File: src/rtl/distance_pkg.sv
// Shared types and defaults for the distance smoothing path.
package distance_pkg;

  // Distance width used by the AM sine stage and its feeders.
  localparam int unsigned DEFAULT_WIDTH = 13;

  // log2 of the largest representable distance plus one.
  localparam int unsigned LOG2_MAX_DIST = DEFAULT_WIDTH;

  typedef logic [DEFAULT_WIDTH-1:0] distance_t;

  // CLEAR zeroes the window slot by slot; RUN accepts samples.
  typedef enum logic {
    CLEAR = 1'b0,
    RUN   = 1'b1
  } avg_state_e;

endpackage : distance_pkg

File: src/rtl/distance_averager_ring_buffer.sv
// Sample window storage: DEPTH x WIDTH registers, one synchronous write port
// and one asynchronous read port. Storage has no reset; the owner zeroes it.
module sample_ring_buffer #(
  parameter int unsigned WIDTH      = 13,
  parameter int unsigned ADDR_WIDTH = 4,
  parameter int unsigned DEPTH      = 2**ADDR_WIDTH
) (
  input  logic                  clk,
  input  logic                  we,
  input  logic [ADDR_WIDTH-1:0] waddr,
  input  logic [WIDTH-1:0]      wdata,
  input  logic [ADDR_WIDTH-1:0] raddr,
  output logic [WIDTH-1:0]      rdata
);

  logic [WIDTH-1:0] mem_q [DEPTH];

  // Single write port; the slot being overwritten is read combinationally.
  always_ff @(posedge clk) begin
    if (we) begin
      mem_q[waddr] <= wdata;
    end
  end

  assign rdata = mem_q[raddr];

endmodule : sample_ring_buffer

File: src/rtl/distance_averager.sv
// Boxcar moving average over the last DEPTH accepted distance samples.
// Keeps a running sum: each accept adds the new sample and subtracts the one
// it overwrites, so the average is one shift of the sum.
module distance_averager
  import distance_pkg::*;
#(
  parameter int unsigned WIDTH      = DEFAULT_WIDTH,
  parameter int unsigned LOG2_DEPTH = 4,
  parameter int unsigned SUM_WIDTH  = WIDTH + LOG2_DEPTH
) (
  input  logic             clk,
  input  logic             reset,
  input  logic             enable,
  input  logic             flush,
  input  logic             in_valid,
  input  logic [WIDTH-1:0] in_distance,
  output logic             in_ready,
  output logic [WIDTH-1:0] out_distance,
  output logic             out_valid,
  output logic             filled
);

  localparam int unsigned             DEPTH     = 2**LOG2_DEPTH;
  localparam logic [LOG2_DEPTH-1:0]   LAST_SLOT = '1;
  localparam logic [LOG2_DEPTH:0]     FULL_CNT  = (LOG2_DEPTH+1)'(DEPTH);

  avg_state_e            state_q, state_d;
  logic [LOG2_DEPTH-1:0] clr_cnt_q, clr_cnt_d;
  logic [LOG2_DEPTH-1:0] wr_ptr_q, wr_ptr_d;
  logic [LOG2_DEPTH:0]   fill_cnt_q, fill_cnt_d;
  logic [SUM_WIDTH-1:0]  sum_q, sum_d;
  logic [WIDTH-1:0]      out_distance_q, out_distance_d;
  logic                  out_valid_q, out_valid_d;
  logic                  filled_q, filled_d;

  logic                  buf_we;
  logic [LOG2_DEPTH-1:0] buf_waddr;
  logic [WIDTH-1:0]      buf_wdata;
  logic [WIDTH-1:0]      old_sample;
  logic [SUM_WIDTH-1:0]  sum_next;
  logic                  accept;

  sample_ring_buffer #(
    .WIDTH      (WIDTH),
    .ADDR_WIDTH (LOG2_DEPTH),
    .DEPTH      (DEPTH)
  ) u_ring (
    .clk   (clk),
    .we    (buf_we),
    .waddr (buf_waddr),
    .wdata (buf_wdata),
    .raddr (wr_ptr_q),
    .rdata (old_sample)
  );

  // Flush wins over a simultaneous sample, so ready drops combinationally.
  assign in_ready = enable && (state_q == RUN) && !flush;
  assign accept   = in_valid && in_ready;

  // The sum already contains old_sample, so the subtraction cannot underflow.
  assign sum_next = sum_q + SUM_WIDTH'(in_distance) - SUM_WIDTH'(old_sample);

  // Next-state, window write control and output update.
  always_comb begin
    state_d        = state_q;
    clr_cnt_d      = clr_cnt_q;
    wr_ptr_d       = wr_ptr_q;
    fill_cnt_d     = fill_cnt_q;
    sum_d          = sum_q;
    out_distance_d = out_distance_q;
    out_valid_d    = 1'b0;
    filled_d       = filled_q;
    buf_we         = 1'b0;
    buf_waddr      = wr_ptr_q;
    buf_wdata      = in_distance;

    if (enable) begin
      if (flush) begin
        state_d        = CLEAR;
        clr_cnt_d      = '0;
        wr_ptr_d       = '0;
        fill_cnt_d     = '0;
        sum_d          = '0;
        out_distance_d = '0;
        filled_d       = 1'b0;
      end else begin
        unique case (state_q)
          CLEAR: begin
            buf_we    = 1'b1;
            buf_waddr = clr_cnt_q;
            buf_wdata = '0;
            clr_cnt_d = clr_cnt_q + 1'b1;
            if (clr_cnt_q == LAST_SLOT) begin
              state_d = RUN;
            end
          end
          RUN: begin
            if (accept) begin
              buf_we         = 1'b1;
              sum_d          = sum_next;
              wr_ptr_d       = wr_ptr_q + 1'b1;
              out_distance_d = WIDTH'(sum_next >> LOG2_DEPTH);
              out_valid_d    = 1'b1;
              if (fill_cnt_q != FULL_CNT) begin
                fill_cnt_d = fill_cnt_q + 1'b1;
              end
              filled_d = (fill_cnt_d == FULL_CNT);
            end
          end
          default: state_d = CLEAR;
        endcase
      end
    end
  end

  // State and output registers with synchronous reset.
  always_ff @(posedge clk) begin
    if (reset) begin
      state_q        <= CLEAR;
      clr_cnt_q      <= '0;
      wr_ptr_q       <= '0;
      fill_cnt_q     <= '0;
      sum_q          <= '0;
      out_distance_q <= '0;
      out_valid_q    <= 1'b0;
      filled_q       <= 1'b0;
    end else begin
      state_q        <= state_d;
      clr_cnt_q      <= clr_cnt_d;
      wr_ptr_q       <= wr_ptr_d;
      fill_cnt_q     <= fill_cnt_d;
      sum_q          <= sum_d;
      out_distance_q <= out_distance_d;
      out_valid_q    <= out_valid_d;
      filled_q       <= filled_d;
    end
  end

  assign out_distance = out_distance_q;
  assign out_valid    = out_valid_q;
  assign filled       = filled_q;

endmodule : distance_averager

File: config.mk
export PLATFORM = sky130hd
export DESIGN_NAME = distance_averager
export DESIGN_NICKNAME = d
export VERILOG_FILES = /design/src/rtl/distance_pkg.sv /design/src/rtl/distance_averager_ring_buffer.sv /design/src/rtl/distance_averager.sv
export SDC_FILE = /design/constraint.sdc
export NUM_CORES = 1
export LEC_CHECK = 0
export CAP_MARGIN = 20
export CORE_ASPECT_RATIO = 1.25
export CORE_UTILIZATION = 55
export DETAILED_ROUTE_END_ITERATION = 12
export DONT_BUFFER_PORTS = 1
export GPL_TIMING_DRIVEN = 1
export PLACE_DENSITY = 0.73
export SETUP_SLACK_MARGIN = 0.4
export SYNTH_ARGS = -nofsm -noshare
export SYNTH_HDL_FRONTEND = slang
export SYNTH_SLANG_ARGS = --single-unit
File: constraint.sdc
create_clock -name clk -period 4.49 [get_ports clk]
set_clock_uncertainty 0.1 [all_clocks]
set_input_delay 0.898 -clock clk [delete_from_list [all_inputs] [get_ports clk]]
set_output_delay 0.898 -clock clk [all_outputs]
set_load 0.02 [all_outputs]
After elaboration in Yosys (flattened, before gate mapping)
Memories as Yosys holds them, arrays and structs flattened. A register that Yosys moved wholly into a read port is not among the register bits. Index checks and enable logic that the tools add are counted.

Add/subtract/negate cells: 5. Equality and inequality tests: 4. Mux-type cells: 39. Bitwise operators: 2. Reductions and logical operators: 9.

Operators with widths (number): two-way mux 13 bit (6); two-way mux 17 bit (3); two-way mux 4 bit (10); two-way mux 5 bit (8); adder 17 x 13 -> 17 bit (1); subtractor 17 x 13 -> 17 bit (1); two-way mux 1 bit (11); adder 4 x 1 -> 4 bit (second input constant) (2); adder 5 x 1 -> 5 bit (second input constant) (1); == test 5 bit (second input constant) (1); inequality test 5 bit (second input constant) (1); == test 4 bit (second input constant) (1); nonzero test 2 bit (2); OR reduction 4 bit (1); logical AND 1 bit (3); AND reduction 3 bit (1); inequality test 2 bit (second input constant) (1); inverter 1 bit (2); one-hot mux 1 bit (2 select lines) (1); AND reduction 2 bit (1); zero test 1 bit (1).

Bits in registers: 46. Memory bits (writable): 208. Input bits: 18. Output and inout port bits: 16. Word-level logic and storage cells: 68. Memories kept: 1.

Memories: u_ring.mem_q (depth 16, width 13, rd ports 1, clocked after Yosys merged registers in 1, wr ports 1, RTL line distance_averager_ring_buffer.sv:16) `logic [WIDTH-1:0] mem_q [DEPTH];`.

Longest topological paths before layout
Word-level depth: 11. Mapped depth: 14. Gate-level depth less buffers: 12.

Modules after synthesis
Synthesis repeated with hierarchy kept, for this count alone.

Cell total of the unflattened synthesis: 692. Area total of the unflattened synthesis: 10742.8 µm².

By module, submodules not included: sample_ring_buffer (instances 1, cells an instance 342, area each 7982.7 µm², seq. area each 6246.0 µm²); distance_averager (instances 1, cells an instance 350, area each 2760.1 µm², seq. area each 660.6 µm²).

Least setup slack after synthesis
Ideal clock, no wire load.

Path type: register -> register. From: reg (tool-made name). To: reg sum_q[16]. Data arrival time: 4.133 ns. Path slack: 0.126 ns. Cell stages (with the launch flop): 14. Path buffers: 2. Cell sequence: dfxtp_1 > clkbuf_1 > buf_2 > mux4_2 > mux4_2 > fa_1 > inv_1 > fa_1 > a211o_1 > a211o_1 > a31oi_1 > nor3_1 > a311oi_1 > o31ai_2.

RTL lines: to (signal assigned) (RTL line distance_averager.sv:132) `sum_q <= sum_d;`; to (decl) (RTL line distance_averager.sv:31) `logic [SUM_WIDTH-1:0] sum_q, sum_d;`.

==> qor.csv <==
stage,metric,value,unit
logic_synthesis,ys_ff_latch,245,
floorplan,coreArea,19000,µm²
power,vdd.ir_drop.worst,0.290,mV
logic_synthesis,synth_cell_types,54,
clocking,cts_root_buffer,clkbuf_16,
floorplan,dieArea,20100,µm²
worst_setup_path,crit_chain,"buf_4, mux4_2, mux4_2, fa_1, inv_1, fa_2, a211o_1, a211o_1, a31o_1, a41oi_2, xnor2_1, o31ai_2",
worst_setup_path,slowest_stage,mux4_2,
worst_setup_path,start_kind,flop,
min_path,min_from,reset,
global_route,grt_start_max_net_pins,37,
power,powerDensity,377,nW/µm²
sta,slew_viol_final,0,
floorplan,pin_count,34,
detailed_routing,vias_per_cell,6.15,
worst_setup_path,required,4.82,ns
placed_design,dp_hpwl,14500,µm
clocking,clock_path_buffers,3,
worst_setup_path,reg2reg_depth,12,
min_path,min_path_type,in -> reg,
sta,period_minus_slack,4.10,ns
detailed_routing,drc,0,
logic_synthesis,synth_top_flop_cell,edfxtp_1,
sta,hold_violations,0,
sta,tightest_slew,0.967,ns
detailed_routing,wl,23100,µm
global_route,grt.total_usage,24.0,%
global_route,overflow,0,
worst_setup_path,critical_path.top_delay_family,compound AO/OA/AOI/OAI gates,
worst_setup_path,max_stage_delay,0.49,ns
worst_setup_path,cp.buffers_inverters,2,
floorplan,std_cell_rows,56,
job,drv_cap,0,
global_route,antenna_found_initial,0,
logic_synthesis,yosys_warnings,0,
detailed_routing,via_count,5991,
finish,mostFrequentLayoutCells,"edfxtp_1 (208), mux4_2 (65), inv_1 (64), nor2_1 (50), dfxtp_1 (35)",
logic_synthesis,synth_cells,677,
min_path,whs_path_depth,1,
logic_synthesis,syn_nets,729,
clocking,clock_sinks,245,
global_route,grt_pass1_wl,34900,µm
worst_setup_path,critPathMaxFanout,7,
finish,final_layout_size_suffix_gt1_share,22.9,%
clocking,htree_levels,1,
sta,setup_viol,0,
clocking,cts.reportedPaths.clkPinSlew,0.07,ns
floorplan,die_w,127,µm
detailed_routing,drtAntennaViolNets,0,
finish,nets,753,
logic_synthesis,synth_seq_area_share,65.0,%
finish,syn2layout_area_growth,12.1,%
placed_design,place.gp.congestion,0.906,
worst_setup_path,rr_endpoint,sum_q[16],
logic_synthesis,synth-edff-count,208,
finish,num_antenna_cells,0,
worst_setup_path,rrSetupSlack,0.39,ns
sta,grt_setup_unrepaired,yes,
sta,clock.fmax,244,MHz
placed_design,numPortBuffers,0,
logic_synthesis,async_flop_share,0,%
sta,period_share,91.4,%
finish,final_common_cell,edfxtp_1,
global_route,grt_pass1_vias,6085,
power,p_leak,0.00404,µW
floorplan,start_util,56.6,%
detailed_routing,first_iter_violations,524,
floorplan,die_h,158,µm
clocking,cts_tree,done,
logic_synthesis,syn-mean-instance-area,15.9,µm²
clocking,insertion_delay,0.51,ns
detailed_routing,drtPass1Iterations,5,
clocking,numCtsBuffers,22,
worst_setup_path,cp-end-kind,flop,
worst_setup_path,worstSetupPathType,reg -> reg,
detailed_routing,avgRoutedWirePerCell,23.7,µm
logic_synthesis,syn_area,10700,µm²
min_path,holdPathEnd,clr_cnt_q[1],
sta,whs,0.349,ns
sta,finalSetupTns,0,ns
status,status,"finished, final reports clean",
worst_setup_path,crit_arrival,4.43,ns
sta,slew_headroom,35.3,%
layout make-up:
class | instances | area, µm²
sequential | 245 | 6990
fill | 1294 | 6940
multi-input combinational | 329 | 3410
clock buffer | 25 | 583
timing repair buffer | 38 | 407
tap | 261 | 327
inverter | 65 | 244
clock inverter | 11 | 83.8
stage by stage:
stage / total power, µW / cell area (µm²) / setup slack (ns) / util (%) / instances
2_1_floorplan: 2720 / 10800 / 0.401 / - / 677
3_3_place_gp: 2780 / 11100 / 0.142 / 58.5 / 925
6_report: 4550 / 12000 / 0.387 / 63.4 / 974
4_1_cts: 4550 / 11900 / 0.384 / 62.9 / 970
5_1_grt: 4680 / 12000 / 0.284 / 63.4 / 974
3_5_place_dp: 2790 / 11100 / 0.0822 / 58.6 / 926
flip-flops by register name (all words and copies together) (netlist names), named ones only:
register      cells
state_q           1
wr_ptr_q          4
clr_cnt_q         4
fill_cnt_q        5
out_valid         1
filled            1
u_ring.mem_q    208
sum_q            17
synth_stat cells, drive strengths merged (3+ instances only):
cell type,count,area (µm²)
nand3,11,55.1
clkbuf,14,52.6
nor2b,3,18.8
ha,21,263
a22oi,9,67.6
and3,5,31.3
o21ai,25,125
inv,65,244
buf,24,146
mux4,65,1460
nand4,4,25.0
nor3,6,30.0
a32o,3,30.0
nand2,26,97.6
a21o,9,68.8
nor3b,3,27.5
edfxtp,208,6250
xnor2,13,114
a31oi,7,43.8
nor2,51,191
xor2,5,43.8
dfxtp,37,741
fa,13,260
nand2b,3,21.3
a21oi,20,100
power by group:
| part | internal (µW) | total [µW] | switching [µW] | leakage, µW |
|---|---|---|---|---|
| Clock | 986 | 1780 | 796 | 0.000325 |
| Sequential | 2480 | 2480 | 3.43 | 0.00219 |
| Combinational | 109 | 280 | 171 | 0.00153 |
worst register-to-register path, cell delays in order, from the launching register on:
cell and delay [ns]:
dfxtp_4 0.44, buf_4 0.16, mux4_2 0.47, mux4_2 0.49, fa_1 0.49, inv_1 0.07, fa_2 0.42, a211o_1 0.30
a211o_1 0.36, a31o_1 0.22, a41oi_2 0.21, xnor2_1 0.10, o31ai_2 0.17
logic make-up (layout without fill, tap and decap cells):
family | count (synthesis) | after routing | synth area share [%]
AOI/OAI and AO/OA | 95 | 95 | 5.95
muxes | 65 | 65 | 13.6
adders and majority gates | 34 | 34 | 4.87
buffers and inverters | 103 | 139 | 4.12
and+or+nand+nor | 117 | 117 | 4.98
DFF | 245 | 245 | 65.0
xor gates and xnor gates | 18 | 18 | 1.47
timing repair:
| action | 4_1_cts | 5_1_grt |
|---|---|---|
| gates cloned | 1 | 1 |
| setup endpoints to repair | 9 | 6 |
| hold endpoints to repair | 0 | 0 |
| hold buffers | 0 | 0 |
| pin swaps | 4 | 6 |
| buffers inserted | 7 | 1 |
| gates resized for setup | 12 | 9 |
routing by layer:
metal / vias to the layer above / part of all wire (%) / GRT usage (%)
li1: 2611 / - / -
met5: - / 0 / 0
met1: 3055 / 39 / 30.4
met3: 53 / 6.3 / 4.13
met4: 0 / 2.7 / 8.45
met2: 272 / 52 / 42.2
how the worst max path moves through the flow:
stage               cells past startpoint  slack, ns   endpoint  from
floorplan                              13       0.40  sum_q[16]  flop
global placement                       12       0.14  sum_q[13]  flop
detailed placement                     12       0.08  sum_q[13]  flop
CTS                                    12       0.38  sum_q[16]  flop
global route                           13       0.28  sum_q[16]  flop
finish                                 12       0.39  sum_q[16]  flop
(Power assumes the default switching activity.)
